==> config.mk <==
export PLATFORM = sky130hd
export DESIGN_NAME = exp_pipe
export DESIGN_NICKNAME = d
export VERILOG_FILES = /design/src/rtl/exp_pipe.sv
export SDC_FILE = /design/constraint.sdc
export NUM_CORES = 1
export LEC_CHECK = 0
export ABC_AREA = 1
export BUFFER_PORTS_ARGS = -buffer_cell sky130_fd_sc_hd__buf_4
export CAP_MARGIN = 30
export CORE_ASPECT_RATIO = 1.4
export CORE_MARGIN = 5
export CORE_UTILIZATION = 50
export DETAILED_ROUTE_END_ITERATION = 8
export PLACE_DENSITY = 0.67
export SETUP_SLACK_MARGIN = 0.1
export SLEW_MARGIN = 20
export SYNTH_ARGS = -nofsm -noshare
export SYNTH_HDL_FRONTEND = slang
export SYNTH_SLANG_ARGS = --single-unit
==> constraint.sdc <==
create_clock -name clk -period 7.29 [get_ports clk]
set_input_delay 0.729 -clock clk [delete_from_list [all_inputs] [get_ports clk]]
set_output_delay 0.729 -clock clk [all_outputs]
set_load 0.05 [all_outputs]
==> src/rtl/exp_pipe.sv <==
// -----------------------------------------------------------------------------
// exp_pipe -- 3-stage, LANES-wide bfloat16 exp(x) / exp(-x) pipeline.
//
// Each lane classifies its operand (NaN, overflow/underflow, |x| tiny), and
// for the 13 exponents where the result actually varies it approximates the
// function piecewise-linearly: result = base +/- (mantissa * offset) >> 7,
// with base/offset picked by exponent and effective sign.
//
//   S1  capture operands and mode
//   S2  classify, table lookup, mantissa * offset
//   S3  add (positive) / subtract (negative), saturate, register result
//
// A single advance enable moves every stage at once, so a stalled output
// freezes the whole pipe; bubbles travel through and are never compacted.
//
// Ports
//   clk        rising-edge clock
//   rst_n      asynchronous active-low reset (clears valid bits and out_data)
//   in_valid   input beat present
//   in_ready   pipe can advance this cycle (beat accepted on valid & ready)
//   in_mode    0 = exp(x), 1 = exp(-x), travels with its beat
//   in_data    LANES bf16 operands, lane k at [16k+15:16k]
//   out_valid  result beat present
//   out_ready  result consumed on valid & ready
//   out_data   LANES bf16 results, same packing
// -----------------------------------------------------------------------------
module exp_pipe #(
   parameter int LANES = 1
) (
   input  logic                 clk,
   input  logic                 rst_n,
   input  logic                 in_valid,
   output logic                 in_ready,
   input  logic                 in_mode,
   input  logic [16*LANES-1:0]  in_data,
   output logic                 out_valid,
   input  logic                 out_ready,
   output logic [16*LANES-1:0]  out_data
);

   // Per-lane S2 -> S3 payload. bypass marks results fixed by classification,
   // in which case base already holds the final value.
   typedef struct packed {
      logic        bypass;
      logic        neg;
      logic [15:0] base;
      logic [13:0] d;
   } s2_lane_t;

   // {base, offset} for exponents 121..133, positive and negative sign.
   function automatic logic [29:0] lut_entry(input logic neg, input logic [7:0] e);
      logic [29:0] pos_v;
      logic [29:0] neg_v;
      // NOTE: both outputs get a default before the case so unlisted exponents
      // never leave a path unassigned (which would infer a latch in comb code).
      pos_v = '0;
      neg_v = '0;
      case (e)
         8'd121: begin pos_v = {16'h3F82, 14'd2};     neg_v = {16'h3F7C, 14'd4};     end
         8'd122: begin pos_v = {16'h3F84, 14'd4};     neg_v = {16'h3F78, 14'd8};     end
         8'd123: begin pos_v = {16'h3F88, 14'd9};     neg_v = {16'h3F70, 14'd15};    end
         8'd124: begin pos_v = {16'h3F91, 14'd19};    neg_v = {16'h3F61, 14'd26};    end
         8'd125: begin pos_v = {16'h3FA4, 14'd47};    neg_v = {16'h3F47, 14'd44};    end
         8'd126: begin pos_v = {16'h3FD3, 14'd90};    neg_v = {16'h3F1B, 14'd95};    end
         8'd127: begin pos_v = {16'h402D, 14'd191};   neg_v = {16'h3EBC, 14'd178};   end
         8'd128: begin pos_v = {16'h40EC, 14'd366};   neg_v = {16'h3E0A, 14'd372};   end
         8'd129: begin pos_v = {16'h425A, 14'd736};   neg_v = {16'h3C96, 14'd743};   end
         8'd130: begin pos_v = {16'h453A, 14'd1485};  neg_v = {16'h39AF, 14'd1470};  end
         8'd131: begin pos_v = {16'h4B07, 14'd2952};  neg_v = {16'h33F1, 14'd2957};  end
         8'd132: begin pos_v = {16'h568F, 14'd5906};  neg_v = {16'h2864, 14'd5913};  end
         8'd133: begin pos_v = {16'h6DA1, 14'd11817}; neg_v = {16'h114B, 14'd11818}; end
         default: ;
      endcase
      return neg ? neg_v : pos_v;
   endfunction

   // S2 work for one lane: classify, look up, scale the mantissa.
   function automatic s2_lane_t stage2(input logic [15:0] x, input logic mode);
      logic        neg;
      logic [7:0]  e;
      logic [6:0]  m;
      logic [29:0] entry;
      s2_lane_t    r;
      // NOTE: blocking assignments are right for function temporaries; every
      // register in this module is updated with <= in its always_ff.
      neg      = x[15] ^ mode;
      e        = x[14:7];
      m        = x[6:0];
      entry    = lut_entry(neg, e);
      r.bypass = 1'b1;
      r.neg    = neg;
      r.base   = 16'h3F80;             // |x| small enough that the result is 1.0
      r.d      = '0;
      if (e == 8'hFF && m != 7'd0) begin
         r.base = 16'h7FC0;             // canonical quiet NaN
      end else if (e > 8'd133) begin
         r.base = neg ? 16'h0000 : 16'h7F80;
      end else if (e > 8'd120) begin
         r.bypass = 1'b0;
         r.base   = entry[29:14];
         r.d      = 14'((21'(m) * 21'(entry[13:0])) >> 7);
      end
      return r;
   endfunction

   // S3 work for one lane: apply the correction and clamp to the bf16 range.
   function automatic logic [15:0] stage3(input s2_lane_t l);
      logic [16:0] sum;
      logic [15:0] r;
      sum = {1'b0, l.base} + {3'b000, l.d};
      if (l.bypass)
         r = l.base;
      else if (!l.neg)
         r = (sum > 17'h07F7F) ? 16'h7F80 : sum[15:0];   // past max finite -> +inf
      else
         r = ({2'b00, l.d} > l.base) ? 16'h0000 : l.base - {2'b00, l.d};
      return r;
   endfunction

   logic                en;
   logic                s1_valid, s2_valid, s3_valid;
   logic                s1_mode;
   logic [16*LANES-1:0] s1_data;
   s2_lane_t            s2_lane [LANES];

   // Only a full, unconsumed output stage can stop the pipe.
   assign en        = out_ready | ~s3_valid;
   assign in_ready  = en;
   assign out_valid = s3_valid;

   always_ff @(posedge clk or negedge rst_n) begin
      if (!rst_n) begin
         s1_valid <= 1'b0;
         s2_valid <= 1'b0;
         s3_valid <= 1'b0;
      end else if (en) begin
         s1_valid <= in_valid;
         s2_valid <= s1_valid;
         s3_valid <= s2_valid;
      end
   end

   // NOTE: S1/S2 payload is qualified by the valid bits, so it carries no
   // reset; only state visible at the ports (valids, out_data) is cleared.
   always_ff @(posedge clk) begin
      if (en) begin
         s1_mode <= in_mode;
         s1_data <= in_data;
         for (int k = 0; k < LANES; k++)
            s2_lane[k] <= stage2(s1_data[16*k +: 16], s1_mode);
      end
   end

   always_ff @(posedge clk or negedge rst_n) begin
      if (!rst_n) begin
         out_data <= '0;
      end else if (en) begin
         for (int k = 0; k < LANES; k++)
            out_data[16*k +: 16] <= stage3(s2_lane[k]);
      end
   end

endmodule

==> results of run 1 <==
## cells by family after synthesis
logic type,count (synthesis),synth area share (%)
AO/OA/AOI/OAI,143,10.2
flip-flops,67,24.2
buffers and inverters,201,9.74
adder cells (fa/ha/maj),125,25.4
AND/OR/NAND/NOR,521,28.9
XOR/XNOR,14,1.55
## per-layer routing
| layer | up-vias | global-route usage (%) |
|---|---|---|
| met5 | - | 0 |
| met4 | 0 | 12.1 |
| met3 | 51 | 3.04 |
| met2 | 197 | 43.6 |
| met1 | 3268 | 26.1 |
| li1 | 3510 | - |
## how the worst max path moves through the flow
stage	start	end	slack, ps	cells past startpoint
after floorplan	s1_data[10]	s2_lane[0][12]	2090	23
after global placement	s1_data[7]	s2_lane[0][12]	1290	24
after detailed placement	s1_data[7]	s2_lane[0][12]	1270	24
after CTS	s1_data[7]	s2_lane[0][12]	1230	24
after global routing	s1_data[7]	s2_lane[0][12]	660	24
final	s1_data[7]	s2_lane[0][12]	1230	24
## final cells by class
cell class / instances / area (sq um) / share of cell area [%]
Timing Repair Buffer: 44 / 328 / 3.74
Sequential cell: 67 / 1920 / 21.9
Clock buffer: 9 / 225 / 2.57
Multi-Input combinational cell: 803 / 5240 / 59.8
Inverter: 181 / 679 / 7.76
Clock inverter: 7 / 125 / 1.43
Tap cell: 196 / 245 / 2.80
## critical path, delay by kind of cell, from the launching register on
kind                     cells  cell delay (ps)
AO/OA/AOI/OAI                1              150
adder cells (fa/ha/maj)      5             2470
buffers and inverters        4              460
flip-flops                   1              400
AND/OR/NAND/NOR             14             2340
## cells in the final DEF (no fill, tap or decap), types with 8 or more instances in the layout
| master | Yosys | routed |
|---|---|---|
| buf_4 | 4 | 43 |
| ha_1 | 65 | 65 |
| xor2_1 | 11 | 11 |
| o21ai_0 | 48 | 48 |
| inv_1 | 170 | 169 |
| nand2_1 | 221 | 221 |
| a21oi_1 | 57 | 57 |
| clkbuf_16 | 0 | 9 |
| a31oi_1 | 8 | 8 |
| fa_1 | 60 | 60 |
| nor4_1 | 8 | 8 |
| inv_2 | 8 | 9 |
| dfrtp_1 | 19 | 19 |
| nand3_1 | 57 | 57 |
| nor2_1 | 154 | 154 |
| edfxtp_1 | 48 | 48 |
| nand4_1 | 16 | 16 |
| nand2_2 | 20 | 20 |
| nor3_1 | 19 | 19 |
## flip-flops by register name, indices dropped and copies added (netlist names)
register,count
s1_mode,1
out_valid,1
out_data,16
s2_valid,1
s1_valid,1
s2_lane,31
s1_data,16
## power breakdown
group | internal, mW | switching, mW | leakage, nW
Clock | 0.337 | 0.177 | 0.170
Sequential | 0.554 | 0.112 | 0.725
Combinational | 0.521 | 1.08 | 3.76
==> flow_metrics.tcl, run 1 <==
set metrics [dict create \
    rows 54 \
    initial_core_util_pct 50.8 \
    place_congestion 1.02 \
    synth.most_common_cell "nand2_1" \
    pre_cts_ws_ps 1270 \
    r2r_slack_ps 1230 \
    cp_common_cell "nand2_1" \
    dp.cells 1289 \
    cap_viol_max_count 0 \
    drcViolationCount 0 \
    critPathSlowestCell "fa_1" \
    fin_crit_sh_pct 83.1 \
    synth_common_cells "nand2_1 (221), inv_1 (170), nor2_1 (154)" \
    place_area_sq_um 8390 \
    area_growth_pct 10.5 \
    peakVddDrop_mv 0.241 \
    fin_nets 1252 \
    worst_pin_slew_ps 852 \
    post-route-util_pct 56.1 \
    yosys.cell_types.count 47 \
    via_per_inst 5.38 \
    diodes 0 \
    postCtsResizedCells 0 \
    fin_skew_ps 7.07 \
    clkLatencyLatePin_ps 340 \
    cts_made_buffers 9 \
    core_area_sq_um 15600 \
    first_pass_iters 5 \
    grt_usage_pct 23.8 \
    syn_inst 1071 \
    r2r_cells 24 \
    endpoint_kind "register" \
    grt_max_degree 68 \
    hpwl_mm 17.5 \
    hp-class "input port to asynchronous set/reset pin" \
    synth_top_area_share_pct 18.2 \
    power_density_nw_per_um2 318 \
    yosys_warnings 0 \
    yosys-top-cells-area "edfxtp_1 (18%), fa_1 (15%), nand2_1 (10%)" \
    top_level_ports 39 \
    post-cts-setup-buffers 0 \
    avgRoutedWirePerCell_um 16.2 \
    final-setup-viol-count 0 \
    max_stage_delay_ps 540 \
    grt_setup_unrepaired "false" \
    arrival_ps 6160 \
    syn_nets 1217 \
    synth_seq_cells 67 \
    highest_layer "met4" \
    layout-drive-gt1-share_pct 10.4 \
    status "completed" \
    synth-seq-area-share_pct 24.2 \
    die_y_um 159 \
    rr_endpoint "s2_lane[0][12]" \
    final_area_sq_um 8750 \
    hold_slack_ps 250 \
    crit_chain "nand2_1 > nor2_2 > nand2_4 > inv_1 > nor2_1 > inv_1 > nor3_1 > nand3_1 > nand2_1 > nor2_1 > fa_1 > fa_1 > fa_1 > inv_1 > fa_1 > inv_1 > ha_1 > nand2_1 > nor4_1 > nand3_1 > nand2_1 > nand2_1 > a21oi_1 > nor2_1" \
    clk_path_buf_depth 2 \
    clock_sink_count 67 \
    setup_ws_ps 1230 \
    initialDrtViolationCount 435 \
    cp-start-kind "register" \
    post-layout-total-power_mw 2.78 \
    yosysTopAreaCell "edfxtp_1" \
    relSlewSlack_pct 43.0 \
    crit_type "register to register" \
    antenna_found_initial 0 \
    fin_cells 1307 \
    r2r_start "s1_data[7]" \
    worstPathRequired_ps 7390 \
    n_fill_cell 1545 \
    synthFlopType "edfxtp_1" \
    wl_mm 21.1 \
    die_area_sq_um 18500 \
    setup-tns-final_ps 0 \
    drt-met1-wl_mm 7.93 \
    syn-cell-area_sq_um 7920 \
    synthArstFlopShare_pct 28.4 \
    postCtsHoldBufs 0 \
    die_x_um 116 \
    crit_fanout 10 \
    leakage_nw 4.65 \
    grt_pass1_wl_mm 34.7 \
    hold_viol 0 \
    num_vias 7026 \
    dr_wl_met2_mm 11.2 \
    synth_edf_count 48 \
    avgSynthCellArea_sq_um 7.40 \
    max_freq_mhz 165 \
    htree_levels 3 \
    cts-root-buf "clkbuf_16" \
    maxSlewViolCount 0 \
    grt_pass1_vias 7012 \
    grt_remaining_overflow 0 \
    io_buffers 38 \
    fin_crit_ps 6060 \
    cts_tree "built" \
    cts.clk_slew.worst_paths_ps 60 \
    wl_met3_um 886 \
    ant_nets 0 \
]
Power figures use the tool's default switching activity.
==> run 2: changes to the inputs <==
--- a/config.mk
+++ b/config.mk
@@ -5,7 +5,7 @@
 export SDC_FILE = /design/constraint.sdc
 export NUM_CORES = 1
 export LEC_CHECK = 0
-export ABC_AREA = 1
+export ABC_AREA = 0
 export BUFFER_PORTS_ARGS = -buffer_cell sky130_fd_sc_hd__buf_4
 export CAP_MARGIN = 30
 export CORE_ASPECT_RATIO = 1.4
==> constraint.sdc (replaced) <==
create_clock -name clk -period 6.25 [get_ports clk]
set_input_delay 0.625 -clock clk [delete_from_list [all_inputs] [get_ports clk]]
set_output_delay 0.625 -clock clk [all_outputs]
set_load 0.05 [all_outputs]
==> run 2 against run 1 <==
Final area rose by 3.7%. Sequential power rose by 12%. Clock power fell by 2%. Total power fell by 3.7%. Largest power group unchanged.
==> flow_metrics.tcl, run 2 <==
set metrics [dict create \
    status "completed" \
    max_freq_mhz 167 \
    synth.most_common_cell "nand2_1" \
    hold_viol 0 \
    relSlewSlack_pct 47.4 \
    mostFrequentLayoutCell "nand2_1" \
    grt_setup_unrepaired "true" \
    leakage_nw 4.09 \
    synth_edf_count 48 \
    yosys_warnings 0 \
    internal_power_mw 1.45 \
    diodes 0 \
    power_switching_mw 1.22 \
    synthFlopType "edfxtp_1" \
    endpoint_kind "register" \
    yosys-top-cells-area "edfxtp_1 (18%), fa_1 (15%), ha_1 (10%)" \
    fin_crit_ps 5970 \
    synth_common_cells "nand2_1 (92), inv_1 (86), nor2_1 (67)" \
    power_density_nw_per_um2 295 \
    switching_share_pct 45.7 \
    num_vias 6827 \
    sequentialPowerShare_pct 27.9 \
    drcViolationCount 0 \
    wl_mm 20.2 \
    grt_pass1_vias 6820 \
    postCtsHoldBufs 0 \
    worst_pin_slew_ps 788 \
    cp-start-kind "register" \
    setup-tns-final_ps 0 \
    regMostFlops "s2_lane" \
    fin_nets 1123 \
    synth-seq-area-share_pct 23.9 \
    grt_max_degree 67 \
    synth_top_area_share_pct 18.0 \
    yosys.cell_types.count 73 \
    crit_buf_inv 3 \
    arrival_ps 6060 \
    ant_nets 0 \
    layout-drive-gt1-share_pct 14.2 \
    grt_pass1_wl_mm 33.1 \
    pwr-share-comb_pct 53.2 \
    top_level_ports 39 \
    syn_inst 929 \
    htree_levels 3 \
    multi_input_area_sq_um 5630 \
    avgRoutedWirePerCell_um 17.1 \
    via_per_inst 5.80 \
    cts_made_buffers 9 \
    crit_family "adder cells" \
    core_area_sq_um 15700 \
    maxSlewViolCount 0 \
    clkLatencyLatePin_ps 350 \
    avgSynthCellArea_sq_um 8.62 \
    peakVddDrop_mv 0.214 \
    hp-class "input port to asynchronous set/reset pin" \
    cts.clk_slew.worst_paths_ps 60 \
    post-route-util_pct 57.9 \
    final-setup-viol-count 0 \
    largestRegisters "s2_lane: 31 flops, out_data: 16 flops, s1_data: 16 flops" \
    max_stage_delay_ps 560 \
    cap_viol_max_count 0 \
    crit_type "register to register" \
    fin_crit_sh_pct 95.5 \
    hpwl_mm 15.6 \
    die_y_um 160 \
    clk_path_buf_depth 2 \
    cts-root-buf "clkbuf_16" \
    rows 54 \
    cts_tree "built" \
    cp_common_cell "fa_1" \
    initialDrtViolationCount 466 \
    die_x_um 117 \
    mostFrequentLayoutCells "nand2_1 (91), buf_4 (88), inv_1 (85)" \
    largest_register_ffs 31 \
    regArea_sq_um 1920 \
    grt_usage_pct 22.1 \
    grt_remaining_overflow 0 \
    worstPathRequired_ps 6340 \
    yosysTopAreaCell "edfxtp_1" \
    syn_nets 1075 \
    fin_skew_ps 12.2 \
    io_buffers 38 \
    area_growth_pct 13.4 \
    clkPwrFrac_pct 18.9 \
    clock_sink_count 67 \
    critPathSlowestCell "fa_1" \
    die_area_sq_um 18700 \
    n_fill_cell 1443 \
    crit_chain "buf_4 > nand4_4 > or2_1 > o21ai_0 > o21ai_0 > a21boi_1 > buf_4 > nand2_1 > fa_1 > fa_1 > inv_1 > fa_1 > fa_1 > ha_2 > o21a_1 > a21oi_2 > nand2_1 > a21oi_2 > nand2b_4 > o31a_1 > nand2_1 > a21oi_1 > mux2_1" \
    crit_fanout 7 \
    syn-cell-area_sq_um 8010 \
    initial_core_util_pct 51.1 \
    first_pass_iters 5 \
    antenna_found_initial 0 \
    synthArstFlopShare_pct 28.4 \
    synth_seq_cells 67 \
    place_congestion 0.914 \
]
-- run 2: changes by cell type after synthesis, moves of 24 or more --
cell	change
inv_1	-84
nor2b_1	+24
nor2_1	-87
and2_1	+66
nand3_1	-50
nand2_1	-129
-- run 2: kinds of logic (layout without fill, tap and decap cells) --
| logic type | count (synthesis) | after routing | share of synthesized area (%) |
|---|---|---|---|
| xor+xnor | 30 | 30 | 3.38 |
| flops | 67 | 67 | 23.9 |
| buf+inv | 139 | 192 | 6.81 |
| compound gates | 226 | 226 | 18.6 |
| mux | 2 | 2 | 0.266 |
| simple gates | 340 | 340 | 21.8 |
| fa+ha+maj | 125 | 125 | 25.2 |
-- run 2: area by class of cell --
| class | instances | area share, % |
|---|---|---|
| Clock inverter | 3 | 0.221 |
| Sequential cell | 67 | 21.1 |
| Tap cell | 196 | 2.70 |
| Clock buffer | 13 | 2.99 |
| Timing Repair Buffer | 88 | 7.28 |
| Inverter | 88 | 3.71 |
| Multi-Input combinational cell | 723 | 62.0 |
-- run 2: per-stage QoR --
stage | worst slack [ps] | cells | power [mW] | hold slack, ps | area, sq um
global route | 39.5 | 1178 | 2.87 | 147 | 9080
global placement | 206 | 1155 | 2.13 | 455 | 8650
floorplan | 165 | 929 | 1.76 | 329 | 8010
CTS | 151 | 1171 | 2.66 | 138 | 8940
finish | 278 | 1178 | 2.68 | 135 | 9080
detailed placement | 88.9 | 1155 | 2.14 | 470 | 8650
-- run 2: power groups by stage --
stage / combinational [mW] / clock [mW] / sequential [mW]
2_1_floorplan: 0.920 / 0 / 0.838
3_3_place_gp: 1.37 / 0 / 0.751
3_5_place_dp: 1.38 / 0 / 0.753
4_1_cts: 1.39 / 0.517 / 0.746
5_1_grt: 1.57 / 0.536 / 0.764
6_report: 1.42 / 0.506 / 0.748
-- run 2: worst register-to-register path: cells and delay by family (launching register included) --
kind,cells,cell delay [ps]
AO/OA/AOI/OAI,8,1410
AND/OR/NAND/NOR,6,900
buffers and inverters,3,360
adder cells (fa/ha/maj),5,2340
flip-flops,1,390
multiplexers,1,330
-- run 2: path summary, 6_finish.rpt --
| kind | to | start | slack, ps | cells after the start |
|---|---|---|---|---|
| worst max-delay path | s2_lane[0][6] | s1_data[13] | 280 | 23 |
| worst min-delay path | out_data[14] | rst_n | 140 | 1 |
| worst max register to register | s2_lane[0][6] | s1_data[13] | 280 | 23 |
| worst min register to register | out_valid | s2_valid | 470 | 1 |
| max in group asynchronous | out_data[1] | rst_n | 5910 | 1 |
| min in group clk | s1_data[12] | in_data[12] | 450 | 1 |
-- run 2: per-layer routing --
metal,share of wire [%],global-route usage [%],vias to the layer above
met5,0,0,-
met4,3.4,9.08,0
met3,5.3,3.98,56
met2,52,38.6,247
met1,39,26.4,3231
li1,-,-,3293
-- run 2: what timing repair did --
item,CTS,global route
pin swaps,0,2
setup endpoints to repair,1,10
setup buffers,0,7
resized for setup,2,21
==> run 3: changes to the inputs <==
--- a/config.mk
+++ b/config.mk
@@ -8,7 +8,6 @@
 export ABC_AREA = 0
 export BUFFER_PORTS_ARGS = -buffer_cell sky130_fd_sc_hd__buf_4
 export CAP_MARGIN = 30
-export CORE_ASPECT_RATIO = 1.4
 export CORE_MARGIN = 5
 export CORE_UTILIZATION = 50
 export DETAILED_ROUTE_END_ITERATION = 8
==> run 3 against run 2 <==
Wire length rose by 1.2%. Largest cell class unchanged. Clock skew barely moved. Clock power rose by 3%. First-iteration DRC count rose by 21%. Critical path type unchanged.
==> flow_metrics.tcl, run 3 (synthesis gave the netlist of run 2 again) <==
set metrics [dict create \
    power_density_nw_per_um2 296 \
    mostFrequentLayoutCell "nand2_1" \
    clkPwrFrac_pct 19.1 \
    endpoint_kind "register" \
    fin_crit_ps 5940 \
    hold_viol 0 \
    avgRoutedWirePerCell_um 17.1 \
    place_congestion 0.954 \
    grt_max_degree 67 \
    sequentialPowerShare_pct 27.8 \
    final-setup-viol-count 0 \
    crit_buf_inv 1 \
    fin_nets 1119 \
    largestRegisters "s2_lane: 31 flops, out_data: 16 flops, s1_data: 16 flops" \
    mostFrequentLayoutCells "nand2_1 (88), inv_1 (85), buf_4 (81)" \
    num_vias 6736 \
    switching_share_pct 46.0 \
    grt_pass1_vias 6602 \
    regMostFlops "s2_lane" \
    wl_mm 20.4 \
    max_stage_delay_ps 600 \
    grt_pass1_wl_mm 33.5 \
    critPathSlowestCell "or4_4" \
    crit_chain "or4_4 > o22ai_1 > nand2_1 > a31oi_4 > nand2_1 > fa_1 > fa_1 > inv_1 > fa_1 > fa_1 > ha_2 > o21a_1 > a21oi_2 > nand2_1 > a21oi_2 > nand2b_4 > o31a_1 > nand2_2 > a21oi_2 > mux2_1" \
    r2r_slack_ps 310 \
    grt_usage_pct 22.8 \
    ant_nets 0 \
    pwr-share-comb_pct 53.1 \
    diodes 0 \
    cp-start-kind "register" \
    cp_common_cell "fa_1" \
    worstPathRequired_ps 6350 \
    top_level_ports 39 \
    area_growth_pct 14.6 \
    max_freq_mhz 168 \
    fin_crit_sh_pct 95.0 \
    clk_path_buf_depth 2 \
    drcViolationCount 0 \
    peakVddDrop_mv 0.204 \
    crit_fanout 3 \
    initial_core_util_pct 50.8 \
    grt_setup_unrepaired "true" \
    pre_cts_ws_ps 42.7 \
    internal_power_mw 1.47 \
    setup-tns-final_ps 0 \
    layout-drive-gt1-share_pct 15.4 \
    die_x_um 137 \
    grt_remaining_overflow 0 \
    arrival_ps 6030 \
    cts_tree "built" \
    clock_sink_count 67 \
    die_area_sq_um 18600 \
    largest_register_ffs 31 \
    clkLatencyLatePin_ps 350 \
    initialDrtViolationCount 564 \
    fin_cells 1194 \
    via_per_inst 5.64 \
    cts.clk_slew.worst_paths_ps 60 \
    maxSlewViolCount 0 \
    cap_viol_max_count 0 \
    relSlewSlack_pct 48.8 \
    worst_pin_slew_ps 768 \
    setup_ws_ps 315 \
    antenna_found_initial 0 \
    status "completed" \
    rows 46 \
    fin_skew_ps 12.2 \
    power_switching_mw 1.25 \
    htree_levels 3 \
    cts_made_buffers 9 \
    hpwl_mm 15.8 \
    io_buffers 38 \
    first_pass_iters 5 \
    core_area_sq_um 15800 \
    crit_family "adder cells" \
    leakage_nw 4.12 \
    dp.cells 1173 \
    crit_type "register to register" \
    cts-root-buf "clkbuf_16" \
    hp-class "input port to asynchronous set/reset pin" \
    die_y_um 137 \
]
-- run 3: cell count changes in the layout (fill, tap and decap cells not counted), moves of 3 or more --
cell | previous run | this run
buf_4 | 88 | 81
ha_1 | 64 | 61
a21oi_1 | 63 | 59
nand2_1 | 91 | 88
nand2_2 | 1 | 4
a21oi_2 | 4 | 8
-- run 3: path summary, 6_finish.rpt --
path                             start            end  depth (start not counted)
setup / recovery           s1_data[10]  s2_lane[0][6]                         20
hold / removal                   rst_n   out_data[13]                          1
setup reg to reg           s1_data[10]  s2_lane[0][6]                         20
hold reg to reg               s1_valid       s1_valid                          2
max in group asynchronous        rst_n    out_data[2]                          1
min in group clk            in_data[8]     s1_data[8]                          1
-- run 3: power groups by stage --
stage	Clock, mW	Sequential [mW]	Combinational (mW)
after floorplan	0	0.838	0.920
after global placement	0	0.756	1.40
after detailed placement	0	0.760	1.40
after CTS	0.531	0.750	1.41
after global routing	0.548	0.770	1.58
final	0.519	0.755	1.44
-- run 3: layout make-up --
cell class / count / area [sq um]
multi-input combinational: 723 / 5710
inverter: 88 / 330
fill: 1429 / 6590
clock buffer: 9 / 225
clock inverter: 7 / 77.6
sequential: 67 / 1920
timing repair buffer: 84 / 651
tap: 216 / 270
-- run 3: repair_timing --
item                       CTS  global route
hold buffers                 0             0
pin swaps                    0            14
resized for setup            2            37
setup endpoints to repair    2            12
setup buffers                2             3
-- run 3: worst register-to-register path: stages (launching register included) --
cell	delay, ps
edfxtp_1	460
or4_4	600
o22ai_1	190
nand2_1	120
a31oi_4	270
nand2_1	110
fa_1	540
fa_1	540
inv_1	50
fa_1	480
fa_1	570
ha_2	280
o21a_1	180
a21oi_2	170
nand2_1	90
a21oi_2	160
nand2b_4	150
o31a_1	170
nand2_2	80
a21oi_2	160
mux2_1	330
-- run 3: per-stage QoR --
stage / power, mW / util, % / instance area, sq um / hold WS, ps
2_1_floorplan: 1.76 / - / 8010 / 329
3_3_place_gp: 2.15 / 55.0 / 8670 / 453
3_5_place_dp: 2.16 / 55.0 / 8670 / 455
4_1_cts: 2.69 / 57.0 / 8990 / 138
5_1_grt: 2.90 / 58.2 / 9180 / 149
6_report: 2.72 / 58.2 / 9180 / 136
-- run 3: layer usage --
metal	GRT usage, %	part of all wire, %	vias to the layer above
li1	-	-	3300
met1	30.5	44	3179
met2	37.0	47	220
met3	3.97	5.4	37
met4	8.57	2.9	0
met5	0	0	-
